## config.mk

```make
export PLATFORM = sky130hd
export DESIGN_NAME = knapsack_search_ctrl
export DESIGN_NICKNAME = d
export VERILOG_FILES = /design/src/rtl/knapsack_search_ctrl.sv
export SDC_FILE = /design/constraint.sdc
export NUM_CORES = 1
export LEC_CHECK = 0
export BUFFER_PORTS_ARGS = -buffer_cell sky130_fd_sc_hd__buf_4
export CAP_MARGIN = 20
export CORE_ASPECT_RATIO = 1.5
export CORE_MARGIN = 3
export CORE_UTILIZATION = 35
export CTS_CLUSTER_DIAMETER = 50
export DETAILED_ROUTE_END_ITERATION = 12
export PLACE_DENSITY_LB_ADDON = 0.2
export REMOVE_ABC_BUFFERS = 1
export SETUP_SLACK_MARGIN = 0.2
export SYNTH_ARGS = -nofsm -noshare
export SYNTH_HDL_FRONTEND = slang
export SYNTH_SLANG_ARGS = --single-unit
```

## constraint.sdc

```tcl
create_clock -name clk -period 7.6 [get_ports clk]
set_input_delay 1.52 -clock clk [delete_from_list [all_inputs] [get_ports clk]]
set_output_delay 1.52 -clock clk [all_outputs]
set_load 0.02 [all_outputs]
```

## src/rtl/knapsack_search_ctrl.sv

```systemverilog
// Exhaustive 0-1 knapsack search: walks every selection mask, one per cycle,
// and keeps the highest-value selection whose total weight fits the capacity.
module knapsack_search_ctrl #(
    parameter int N_ITEMS = 5,
    parameter int VW = 8,
    parameter int WW = 8,
    localparam int SW = ((VW > WW) ? VW : WW) + $clog2(N_ITEMS) + 1
) (
    input  logic                  clk,
    input  logic                  rst,
    input  logic                  start,
    input  logic [N_ITEMS*VW-1:0] item_value,
    input  logic [N_ITEMS*WW-1:0] item_weight,
    input  logic [SW-1:0]         capacity,
    input  logic [SW-1:0]         min_value,
    output logic                  busy,
    output logic                  done,
    output logic [N_ITEMS-1:0]    best_mask,
    output logic [SW-1:0]         best_value,
    output logic [SW-1:0]         best_weight,
    output logic                  found,
    output logic [N_ITEMS:0]      feasible_count
);

    typedef enum logic [1:0] {
        IDLE,
        SCAN,
        DONE
    } state_t;

    // One spare bit on the counter so the all-ones compare never meets a wrap.
    localparam logic [N_ITEMS:0] LAST_MASK = {1'b0, {N_ITEMS{1'b1}}};

    state_t state, state_next;

    logic [N_ITEMS:0]      mask;
    logic [N_ITEMS*VW-1:0] value_q;
    logic [N_ITEMS*WW-1:0] weight_q;
    logic [SW-1:0]         capacity_q;
    logic [SW-1:0]         min_value_q;
    logic                  found_q;

    logic [SW-1:0] sum_v;
    logic [SW-1:0] sum_w;
    logic          feasible;
    logic          improve;
    logic          last_mask;

    always_comb begin
        sum_v = '0;
        sum_w = '0;
        for (int i = 0; i < N_ITEMS; i++) begin
            if (mask[i]) begin
                sum_v = sum_v + SW'(value_q[i*VW +: VW]);
                sum_w = sum_w + SW'(weight_q[i*WW +: WW]);
            end
        end
    end

    // Strict improvement only, so ties keep the earlier (lower) mask.
    assign feasible  = (sum_w <= capacity_q);
    assign improve   = feasible && (sum_v > best_value);
    assign last_mask = (mask == LAST_MASK);

    always_ff @(posedge clk) begin
        if (rst) begin
            state <= IDLE;
        end else begin
            state <= state_next;
        end
    end

    always_comb begin
        state_next = state;
        busy       = 1'b0;
        done       = 1'b0;
        case (state)
            IDLE: begin
                if (start) begin
                    state_next = SCAN;
                end
            end
            SCAN: begin
                busy = 1'b1;
                if (last_mask) begin
                    state_next = DONE;
                end
            end
            DONE: begin
                busy       = 1'b1;
                done       = 1'b1;
                state_next = IDLE;
            end
            default: begin
                state_next = IDLE;
            end
        endcase
    end

    always_ff @(posedge clk) begin
        if (rst) begin
            mask           <= '0;
            value_q        <= '0;
            weight_q       <= '0;
            capacity_q     <= '0;
            min_value_q    <= '0;
            best_mask      <= '0;
            best_value     <= '0;
            best_weight    <= '0;
            feasible_count <= '0;
            found_q        <= 1'b0;
        end else begin
            case (state)
                IDLE: begin
                    if (start) begin
                        value_q        <= item_value;
                        weight_q       <= item_weight;
                        capacity_q     <= capacity;
                        min_value_q    <= min_value;
                        mask           <= '0;
                        best_mask      <= '0;
                        best_value     <= '0;
                        best_weight    <= '0;
                        feasible_count <= '0;
                        found_q        <= 1'b0;
                    end
                end
                SCAN: begin
                    if (feasible) begin
                        feasible_count <= feasible_count + (N_ITEMS+1)'(1);
                    end
                    if (improve) begin
                        best_mask   <= mask[N_ITEMS-1:0];
                        best_value  <= sum_v;
                        best_weight <= sum_w;
                    end
                    if (!last_mask) begin
                        mask <= mask + (N_ITEMS+1)'(1);
                    end
                end
                DONE: begin
                    found_q <= (best_value >= min_value_q);
                end
                default: begin
                end
            endcase
        end
    end

    // The final best is only settled in DONE, so found is derived there and held afterwards.
    assign found = (state == DONE) ? (best_value >= min_value_q) : found_q;

endmodule

```

After elaboration in Yosys (flattened, before gate mapping)
Index checks and enable logic that the tools add are counted.
{"block": "word_totals", "ff_bits": 148, "elab_cells": 74}
{"block": "op_classes", "n_addsub": 10, "magnitude_cmp": 3, "eq_ne": 8, "n_mux": 31, "n_reduce_logical": 11}
{"operator": "$mux W12", "n": 11}
{"operator": "$add A12 B8 Y12", "n": 8}
{"operator": "$pmux W12 S2", "n": 2}
{"operator": "$pmux W6 S2", "n": 2}
{"operator": "$mux W6", "n": 3}
{"operator": "$mux W8", "n": 2}
{"operator": "$add A6 B1 Y6 const B", "n": 2}
{"operator": "$ge A12 B12 Y1", "n": 1}
{"operator": "$gt A12 B12 Y1", "n": 1}
{"operator": "$le A12 B12 Y1", "n": 1}
{"operator": "$mux W5", "n": 2}
{"operator": "$ne A2 B2 Y1 const B", "n": 5}
{"operator": "$pmux W5 S2", "n": 1}
{"operator": "$reduce_and A3 Y1", "n": 3}
{"operator": "$eq A6 B5 Y1 const B", "n": 1}
{"operator": "$reduce_and A2 Y1", "n": 3}
{"operator": "$mux W1", "n": 4}
{"operator": "$mux W2", "n": 2}
{"operator": "$pmux W2 S2", "n": 1}
{"operator": "$reduce_bool A2 Y1", "n": 2}
{"operator": "$eq A2 B1 Y1 const B", "n": 1}
{"operator": "$eq A2 B2 Y1 const B", "n": 1}
{"operator": "$logic_not A2 Y1", "n": 1}
{"operator": "$pmux W1 S2", "n": 1}
{"operator": "2 further kinds", "n": 2}

Longest topological paths before layout
Gate-level depths: netlist of run 1.
{"block": "logic_depth", "word_depth": 13, "mapped_depth": 43, "mapped_depth_nobuf": 40}

Worst setup path before layout of run 1
Ideal clock, no wire load.
{"block": "synth_timing", "path_kind": "reg-to-reg", "start": "register mask[0]", "end": "register best_value[7]", "t_arrival_ns": 7.776, "slack_ns": -0.306, "path_stages_with_launch": 43, "n_path_buf": 3, "synth_period_minus_slack_ns": 7.906, "path_cell_list": "dfxtp_1 -> buf_4 -> buf_2 -> nand2_1 -> inv_1 -> ha_1 -> a21o_1 -> maj3_2 -> or2_2 -> and4_1 -> or2_2 -> ha_1 -> o21ai_0 -> o21bai_1 -> a211o_1 -> a31oi_1 -> o31ai_1 -> ha_1 -> [... 7 more ...] -> inv_1 -> ha_1 -> and2_1 -> and4_1 -> a221o_1 -> nand3_1 -> o221ai_1 -> nor4_1 -> inv_1 -> ha_1 -> nand4_1 -> nor2_1 -> o21a_1 -> o31ai_1 -> a211oi_2 -> clkbuf_1 -> mux2i_1 -> o31ai_1"}
{"block": "synth_between", "elab_chain_cells": 13}
{"item": "start, declared", "line": "36", "source": "logic [N_ITEMS:0] mask;"}
{"item": "start signal, assigned", "line": "138", "source": "mask <= mask + (N_ITEMS+1)'(1);"}
{"item": "$mux W8", "line": "53", "source": "if (mask[i]) begin"}
{"item": "$add A12 B8 Y12 (on tied branches)", "line": "55, 54"}
{"item": "$mux W12", "line": "53"}
{"item": "$add A12 B8 Y12 (on tied branches)", "line": "55, 54"}
{"item": "$mux W12", "line": "53"}
{"item": "$add A12 B8 Y12 (on tied branches)", "line": "55, 54"}
{"item": "$mux W12", "line": "53"}
{"item": "$add A12 B8 Y12 (on tied branches)", "line": "55, 54"}
{"item": "$mux W12", "line": "53"}
{"item": "$le A12 B12 Y1 / $gt A12 B12 Y1 (equally long branches)", "line": "61, 62"}
{"item": "$logic_and A1 B1 Y1", "line": "62", "source": "assign improve = feasible && (sum_v > best_value);"}
{"item": "$ne A2 B2 Y1 (no source line)"}
{"item": "$reduce_and A3 Y1 (no source line)"}
{"item": "end signal, assigned", "line": "134", "source": "best_value <= sum_v;"}
{"item": "end, declared", "line": "19", "source": "output logic [SW-1:0] best_value,"}
Several ways; a longest one is shown, not always the timed one. The select of a mux whose other input is x is not followed.
A chain may end at the register's enable or synchronous reset.

Final worst setup path of run 1
{"block": "layout_timing", "start": "register mask[0]", "end": "register best_value[0]"}
The elaborated chain is that of the path after synthesis.

==> results of run 1 <==
-- kinds of logic (layout without fill, tap and decap cells) --
| kind of cell | Yosys count | after routing |
|---|---|---|
| compound gates | 379 | 379 |
| xor+xnor | 40 | 40 |
| fa+ha+maj | 113 | 113 |
| buf+inv | 151 | 443 |
| flops | 148 | 148 |
| mux | 22 | 22 |
| other cells | 1 | 2 |
| simple gates | 493 | 493 |
-- Yosys cell counts (all sizes together) (8+ instances only) --
library cell / count / area share, %
a211oi: 20 / 1.5
a21o: 24 / 1.8
a21oi: 168 / 8.3
a41o: 10 / 0.97
and2: 15 / 0.91
buf: 21 / 0.94
clkbuf: 46 / 1.7
dfxtp: 148 / 29
fa: 8 / 1.6
ha: 103 / 13
inv: 83 / 3.0
mux2: 14 / 1.5
mux2i: 8 / 0.78
nand2: 267 / 9.7
nand2b: 23 / 1.4
nand3: 34 / 1.7
nand4: 15 / 0.91
nor2: 69 / 2.5
nor2b: 14 / 1.0
nor3: 20 / 0.97
o211ai: 8 / 0.58
o21a: 17 / 1.2
o21ai: 58 / 2.8
o31a: 9 / 0.77
o31ai: 9 / 0.66
xnor2: 27 / 2.4
xor2: 11 / 0.94
-- power by group --
| part | total, W | switching, W | internal (W) | leakage, nW |
|---|---|---|---|---|
| Sequential | 0.000847 | 0.0000315 | 0.000815 | 1.21 |
| Combinational | 0.000437 | 0.000224 | 0.000214 | 4.87 |
| Clock | 0.000946 | 0.000350 | 0.000596 | 0.317 |
-- metrics by stage --
step	util, %	TNS [ns]
after floorplan	-	-40.61
after global placement	44.4	-9.88
after detailed placement	44.4	-14.26
after CTS	48.1	0
after global routing	49.7	-8.30
final	49.7	0
-- cell type report --
cell class	instances	share of cell area (%)
inverters	84	2.22
well taps	390	3.41
repair buffers	328	18.0
multi-input cells	1049	51.2
clock buffers	21	3.21
clock inverters	10	1.25
flip-flops and latches	148	20.7
-- critical path: cells and delay by family, from the launching register on --
family	cells	cell delay, ns
flip-flops	1	0.37
XOR/XNOR	3	0.50
AND/OR/NAND/NOR	11	1.94
buffers and inverters	7	0.84
AO/OA/AOI/OAI	15	2.26
adder cells (fa/ha/maj)	6	1.55
-- how the worst max path moves through the flow --
stage	from	to	cells after the start	slack, ns
3_3_place_gp	mask[0]	best_weight[6]	41	-0.40
5_1_grt	mask[0]	best_value[0]	42	-0.34
4_1_cts	mask[0]	best_value[0]	40	0.06
6_report	mask[0]	best_value[0]	42	0.05
2_1_floorplan	mask[0]	best_weight[9]	39	-1.67
3_5_place_dp	mask[0]	best_weight[10]	42	-0.55
-- routing by layer --
layer / share of wire, % / vias to the layer above
li1: - / 5291
met5: 0 / -
met1: 43 / 4868
met2: 51 / 164
met4: 2.3 / 0
met3: 3.6 / 36
-- flip-flops by register name, summed over array words and instances (netlist names) --
name	count
best_mask	5
best_value	12
best_weight	12
capacity_q	12
feasible_count	6
found_q	1
mask	6
min_value_q	12
state	2
value_q	40
weight_q	40
-- what timing repair did --
| item | in CTS | in global routing |
|---|---|---|
| gates resized for setup | 70 | 69 |
| hold endpoints to repair | 0 | 0 |
| pin swaps | 39 | 62 |
| buffers inserted | 11 | 14 |
| gates cloned | 1 | 1 |
| setup endpoints to repair | 35 | 35 |
-- cell usage in the layout (no fill, tap or decap), types with 15 or more instances in the layout --
| master | n |
|---|---|
| xnor2_1 | 23 |
| nand3_1 | 31 |
| o21a_1 | 17 |
| nand2_1 | 264 |
| a21o_1 | 24 |
| ha_1 | 88 |
| a21oi_1 | 155 |
| clkbuf_16 | 18 |
| buf_4 | 311 |
| nand4_1 | 15 |
| nor2_1 | 66 |
| dfxtp_1 | 147 |
| nor3_1 | 17 |
| inv_1 | 79 |
| o21ai_0 | 43 |
==> flow_summary.yaml, run 1 <==
critical_path:
  end_kind: "flip-flop"
  crit_path_start_kind: "flip-flop"
  critical_path_class: "flip-flop to flip-flop"
  r2r-start: "mask[0]"
  crit_required_ns: 7.98
  r2r_setup_slack_ns: 0.05
  reg2reg_depth: 42
  arrival_ns: 7.94
  reg2reg_to: "best_value[0]"
  cp_slowest_cell: "fa_2"
  cp_slowest_stage_delay_ns: 0.39
  path_max_fanout: 6
synthesis:
  synth_area_per_cell_um2: 7.64
  synth_xor_area_share_pct: 3.75
  ys.flop_type: "dfxtp_1"
  synthCells: 1347
  netlist_area_um2: 10300
  yosys.area_share.simple_pct: 21.6
  synth-seq-cells: 148
  synth.distinct_cells: 80
  synth_edf_count: 0
  seq_area_frac_synth_pct: 28.8
  synthAdderAreaFrac_pct: 14.3
  muxShareOfSynthArea_pct: 2.31
  synth_top_family_by_area: "compound AO/OA/AOI/OAI gates"
  synth_compound_area_share_pct: 23.5
  synthArstFlopShare_pct: 0
  synth-warning-count: 0
route:
  drc_errors: 0
  ant_nets: 0
  drtIter0Drc: 387
  vias: 10400
  finalWirelength_um: 30900
  wl_per_cell_um: 15.2
  viasPerCell: 5.10
  firstDrtPassIters: 5
die:
  initial_core_util_pct: 35.7
  num_rows: 76
  die_x_um: 146
  die-area_um2: 31500
  dieHeight_um: 216
  num_io_pins: 145
  coreArea_um2: 28800
global_route:
  antenna_found_initial: 0
  grt_usage_pct: 19.0
  grt_pass1_vias: 10200
  use_met1_pct: 21.7
  grt_pass1_wl_um: 49500
  grt_max_degree: 74
  overflow: 0
  grtUsageMet3_pct: 3.49
  gr-usage-met2_pct: 35.3
  busiest_layer: "met2"
final_layout:
  postLayoutCellArea_um2: 14300
  area_delta_synth_final_pct: 39.3
  nFillCells: 2858
  layout-drive-gt1-share_pct: 30.1
  seqCellArea_um2: 2970
  multi_input_area_um2: 7340
  fin_cells: 2030
  final_nets: 1846
  num_antenna_cells: 0
worst_hold_path:
  worst_hold_path.num_cells: 2
  holdPathEnd: "capacity_q[9]"
  hp-class: "flip-flop to flip-flop"
  min_from: "capacity_q[9]"
clock_tree:
  postCtsHoldBufs: 0
  cts_root_buf: "clkbuf_16"
  clk_path_buf_depth: 2
  cts_tree: "done"
  htreeDepth: 4
  numCtsBuffers: 17
  insertion_delay_ns: 0.44
  path_clk_slew_ns: 0.07
  clkSinkCount: 148
timing:
  tightestPinTransition_ns: 1.10
  rsz0062_at_grt: "true"
  setup_ws_ns: 0.0452
  slew_headroom_pct: 25.4
  setup_violations: 0
  hold-worst-slack_ns: 0.454
  final_hold_viol_count: 0
  fmax_mhz: 132
  fin_worst_skew_ns: 0.0103
  layout_min_cycle_time_ns: 7.55
  finalMaxSlewViolations: 0
  min_period_over_period_pct: 99.4
placement:
  postPlaceCellArea_um2: 12800
  pre_cts_ws_ns: -0.550
  hpwl_um: 22700
  placed_cells: 1971
  place_congestion: 0.833
  port_buffers: 144
run_status:
  status: "complete, no violations"
power:
  leakage_nw: 6.39
  peakVddDrop_v: 0.000158
  power_w: 0.00223
  p_per_area_nw_per_um2: 156
run:
  max_cap_violations: 0
Note: power is estimated with default switching activity, not from simulation.
==> inputs of run 2 (changes only) <==
Settings changed: CORE_UTILIZATION 35 to 40, GPL_TIMING_DRIVEN set to 0.
==> run 2 against run 1 <==
  * The run now ends with negative setup slack left
  * Total power fell by 3.7%
  * Final cell count fell by 8.1%
  * Sequential power barely moved
  * Sequential share of layout area rose by 0.84 points
  * Largest cell class unchanged
  * Clock power fell by 10%
  * Critical path type unchanged
  * Non-clock buffer count fell by 104
  * Clock skew rose by 0.00075 ns
  * Sequential cell count did not move
==> flow_summary.yaml, run 2 (synthesized netlist as in run 1, its figures left out) <==
run_status:
  status: "finished with violations"
  violations: "negative setup slack"
clock_tree:
  cts_tree: "done"
  cts_root_buf: "clkbuf_16"
  clk_path_buf_depth: 2
  insertion_delay_ns: 0.44
  numCtsBuffers: 17
  htreeDepth: 4
  path_clk_slew_ns: 0.07
  clkSinkCount: 148
placement:
  place_congestion: 0.848
  pre_cts_ws_ns: -2.42
  hpwl_um: 19900
  port_buffers: 144
  placed_cells: 1759
die:
  coreArea_um2: 25200
  dieHeight_um: 202
  num_io_pins: 145
  die-area_um2: 27700
  num_rows: 71
  die_x_um: 137
  initial_core_util_pct: 40.8
timing:
  fmax_mhz: 131
  slew_headroom_pct: 34.6
  tightestPinTransition_ns: 0.980
  fin_worst_skew_ns: 0.0110
  setup_ws_ns: -0.0561
  fin_tns_setup_ns: -0.0905
  finalMaxSlewViolations: 0
  final_hold_viol_count: 0
  layout_min_cycle_time_ns: 7.66
  setup_violations: 2
  rsz0062_at_grt: "true"
  min_period_over_period_pct: 101
critical_path:
  crit_path_start_kind: "flip-flop"
  arrival_ns: 8.02
  crit_required_ns: 7.97
  critical_path_class: "flip-flop to flip-flop"
  end_kind: "flip-flop"
  crit_buf_inv: 6
  critical_path.top_delay_family: "simple AND/OR/NAND/NOR gates"
  cp_slowest_cell: "or4_4"
  path_max_fanout: 5
  crit_path_frequent_cell: "a21o_1"
  cp_slowest_stage_delay_ns: 0.54
run:
  max_cap_violations: 0
power:
  pwr-share-seq_pct: 39.5
  p_sw_share_pct: 28.6
  switching_power_w: 0.000614
  pwr-share-comb_pct: 20.9
  leakage_nw: 5.94
  peakVddDrop_v: 0.000161
  p_per_area_nw_per_um2: 156
  clkPwrFrac_pct: 39.6
  internal_power_w: 0.00153
  power_w: 0.00215
final_layout:
  fin_cells: 1865
  mostFrequentLayoutCells: "nand2_1, buf_4, a21oi_1, dfxtp_1, ha_1"
  num_antenna_cells: 0
  reg_top3: "value_q (40), weight_q (40)"
  fin_util_pct: 54.6
  layout-drive-gt1-share_pct: 27.0
  final_nets: 1742
  area_delta_synth_final_pct: 34.0
  layout_commonest_cell: "nand2_1"
route:
  firstDrtPassIters: 5
  drtIter0Drc: 403
  finalWirelength_um: 28900
  drc_errors: 0
  ant_nets: 0
  wl_per_cell_um: 15.5
  viasPerCell: 5.40
  vias: 10100
worst_hold_path:
  hp-class: "flip-flop to flip-flop"
global_route:
  grt_usage_pct: 20.5
  grt_max_degree: 77
  grt_pass1_vias: 9894
  grt_pass1_wl_um: 46400
  antenna_found_initial: 0
  overflow: 0
==> run 2: cell types whose count changed in the layout (fill, tap and decap cells not counted), sizes merged <==
cell | previous run | this run
clkbuf | 23 | 21
inv | 83 | 84
clkinvlp | 0 | 2
buf | 326 | 222
clkinv | 6 | 9
bufinv | 5 | 2
==> run 2: final timing paths <==
path | slack (ns) | to | cells past startpoint | start
worst min-delay path | 0.45 | min_value_q[2] | 2 | min_value_q[2]
worst min register to register | 0.45 | min_value_q[2] | 2 | min_value_q[2]
worst max-delay path | -0.06 | best_weight[0] | 41 | mask[0]
worst max register to register | -0.06 | best_weight[0] | 41 | mask[0]
==> run 2: worst register-to-register path, delay by kind of cell (launching register included) <==
kind	cells	cell delay, ns
AOI/OAI and AO/OA	15	2.23
xor gates and xnor gates	2	0.28
adders and majority gates	6	1.61
buffers and inverters	6	0.68
DFF	1	0.41
and+or+nand+nor	12	2.40
==> run 2: power groups by stage <==
stage               combinational [W]  clock (W)  sequential [W]
floorplan                    0.000211          0        0.000855
global placement             0.000321          0        0.000868
detailed placement           0.000338          0        0.000868
CTS                          0.000424   0.000871        0.000848
global route                 0.000497   0.000897        0.000854
finish                       0.000448   0.000850        0.000850
==> run 2: layer usage <==
metal	GRT usage, %	up-vias	wire, um
met5	0	-	0
li1	-	5091	-
met4	7.70	0	718
met2	37.1	180	14800
met1	24.0	4754	12300
met3	3.31	42	1080
==> run 2: repair_timing <==
item,in CTS,in global routing
endpoints found under the setup margin,35,35
gates resized for setup,102,79
hold buffers,0,0
gates cloned,5,0
pin swaps,65,75
endpoints found under the hold margin,0,0
setup buffers,38,26
==> run 2: cell type report <==
| type | count | area (um^2) |
|---|---|---|
| Sequential cell | 148 | 2970 |
| Timing Repair Buffer | 224 | 1960 |
| Tap cell | 328 | 410 |
| Multi-Input combinational cell | 1049 | 7540 |
| Inverter | 84 | 324 |
| Clock buffer | 19 | 453 |
| Fill cell | 2463 | 11400 |
| Clock inverter | 13 | 133 |
==> run 2: stage by stage <==
step	area, um^2	hold WS (ns)
after CTS	13100	0.455
final	13800	0.454
after floorplan	10000	0.426
after detailed placement	11700	0.446
after global routing	13800	0.470
after global placement	11500	0.442
==> inputs of run 3 (changes only) <==
Settings changed: PLACE_DENSITY_LB_ADDON 0.2 to 0.12.
==> run 3 against run 2 <==
  * The flow now finishes without violations
  * Sequential power barely moved
  * Critical path depth rose by 2
  * Fmax rose by 1.7%
  * Global-route usage rose by 0.17 points
  * Combinational power fell by 1%
==> flow_summary.yaml, run 3 (synthesized netlist as in run 1, its figures left out) <==
run_status:
  status: "complete, no violations"
timing:
  finalMaxSlewViolations: 0
  rsz0062_at_grt: "true"
  fin_worst_skew_ns: 0.0102
  fin_tns_setup_ns: 0
  final_hold_viol_count: 0
  setup_violations: 0
  fmax_mhz: 133
  hold-worst-slack_ns: 0.454
  slew_headroom_pct: 26.3
  min_period_over_period_pct: 99.0
  layout_min_cycle_time_ns: 7.53
  tightestPinTransition_ns: 1.09
die:
  num_io_pins: 145
  num_rows: 71
  die_x_um: 137
  die-area_um2: 27700
  coreArea_um2: 25200
  initial_core_util_pct: 40.8
  dieHeight_um: 202
final_layout:
  fin_util_pct: 54.6
  nFillCells: 2472
  mostFrequentLayoutCells: "nand2_1, buf_4, a21oi_1, dfxtp_1, ha_1"
  layout-drive-gt1-share_pct: 26.6
  final_nets: 1746
  layout_commonest_cell: "nand2_1"
  reg_top3: "value_q (40), weight_q (40)"
  num_antenna_cells: 0
  area_delta_synth_final_pct: 33.9
power:
  internal_power_w: 0.00153
  p_sw_share_pct: 29.3
  pwr-share-seq_pct: 39.4
  peakVddDrop_v: 0.000165
  clkPwrFrac_pct: 40.1
  power_w: 0.00216
  p_per_area_nw_per_um2: 157
  leakage_nw: 5.95
  switching_power_w: 0.000631
  pwr-share-comb_pct: 20.5
critical_path:
  critical_path_class: "flip-flop to flip-flop"
  crit_required_ns: 7.94
  cp_slowest_cell: "dfxtp_4"
  path_max_fanout: 5
  crit_path_frequent_cell: "ha_4"
  end_kind: "flip-flop"
  arrival_ns: 7.86
  crit_path_start_kind: "flip-flop"
  cp_slowest_stage_delay_ns: 0.41
clock_tree:
  cts_root_buf: "clkbuf_16"
  clkSinkCount: 148
  insertion_delay_ns: 0.44
  clk_path_buf_depth: 2
  postCtsHoldBufs: 0
  htreeDepth: 4
  path_clk_slew_ns: 0.07
  cts_tree: "done"
  numCtsBuffers: 17
route:
  finalWirelength_um: 29200
  viasPerCell: 5.32
  drc_errors: 0
  vias: 9947
  ant_nets: 0
  drtIter0Drc: 392
  wl_per_cell_um: 15.6
  firstDrtPassIters: 6
global_route:
  antenna_found_initial: 0
  grt_max_degree: 83
  grt_pass1_wl_um: 46700
  overflow: 0
  grt_usage_pct: 20.7
  grt_pass1_vias: 9731
worst_hold_path:
  hp-class: "flip-flop to flip-flop"
run:
  max_cap_violations: 0
placement:
  port_buffers: 144
  hpwl_um: 20000
  place_congestion: 0.857
run 3: worst max-delay path, delay by kind of cell (launching register included):
| kind | cells | cell delay, ns |
|---|---|---|
| AND/OR/NAND/NOR | 13 | 2.09 |
| XOR/XNOR | 1 | 0.14 |
| flip-flops | 1 | 0.41 |
| adder cells (fa/ha/maj) | 6 | 1.42 |
| buffers and inverters | 7 | 0.77 |
| AO/OA/AOI/OAI | 16 | 2.58 |
run 3: final cells by class:
cell class                 count  area [um^2]  share of cell area, %
timing repair buffer         227         1960                   14.2
inverter                      84          322                   2.33
sequential                   148         2970                   21.5
clock buffer                  19          443                   3.22
clock inverter                13          149                   1.08
tap                          328          410                   2.98
multi-input combinational   1050         7530                   54.6
run 3: metrics by stage:
stage,cells,cell area [um^2],worst slack (ns)
floorplan,1281,10000,-1.67
finish,1869,13800,0.0736
CTS,1837,13000,-0.0705
detailed placement,1758,11600,-2.67
global placement,1753,11500,-4.19
global route,1869,13800,-0.304
run 3: path summary, 6_finish.rpt:
kind                                 startpoint              end  slack [ns]  cells past startpoint
worst min-delay path            min_value_q[10]  min_value_q[10]        0.45                      2
worst max register to register          mask[0]  best_weight[10]        0.07                     43
worst min register to register  min_value_q[10]  min_value_q[10]        0.45                      2
worst max-delay path                    mask[0]  best_weight[10]        0.07                     43
run 3: what timing repair did:
item | in CTS | in global routing
resized for setup | 84 | 85
cloned | 2 | 2
pin swaps | 64 | 80
setup buffers | 45 | 25
setup endpoints to repair | 35 | 35
run 3: layer usage:
| metal | part of all wire [%] | routed length (um) | GRT usage, % | up-vias |
|---|---|---|---|---|
| li1 | - | - | - | 5095 |
| met1 | 43 | 12600 | 25.1 | 4621 |
| met2 | 50 | 14700 | 36.1 | 185 |
| met3 | 3.6 | 1050 | 3.04 | 46 |
| met4 | 3.1 | 895 | 8.63 | 0 |
| met5 | 0 | 0 | 0 | - |
run 3: power by group through the flow:
stage	Sequential, W	Clock [W]	Combinational [W]
floorplan	0.000855	0	0.000211
global placement	0.000867	0	0.000323
detailed placement	0.000867	0	0.000335
CTS	0.000848	0.000882	0.000404
global route	0.000854	0.000912	0.000492
finish	0.000849	0.000865	0.000442
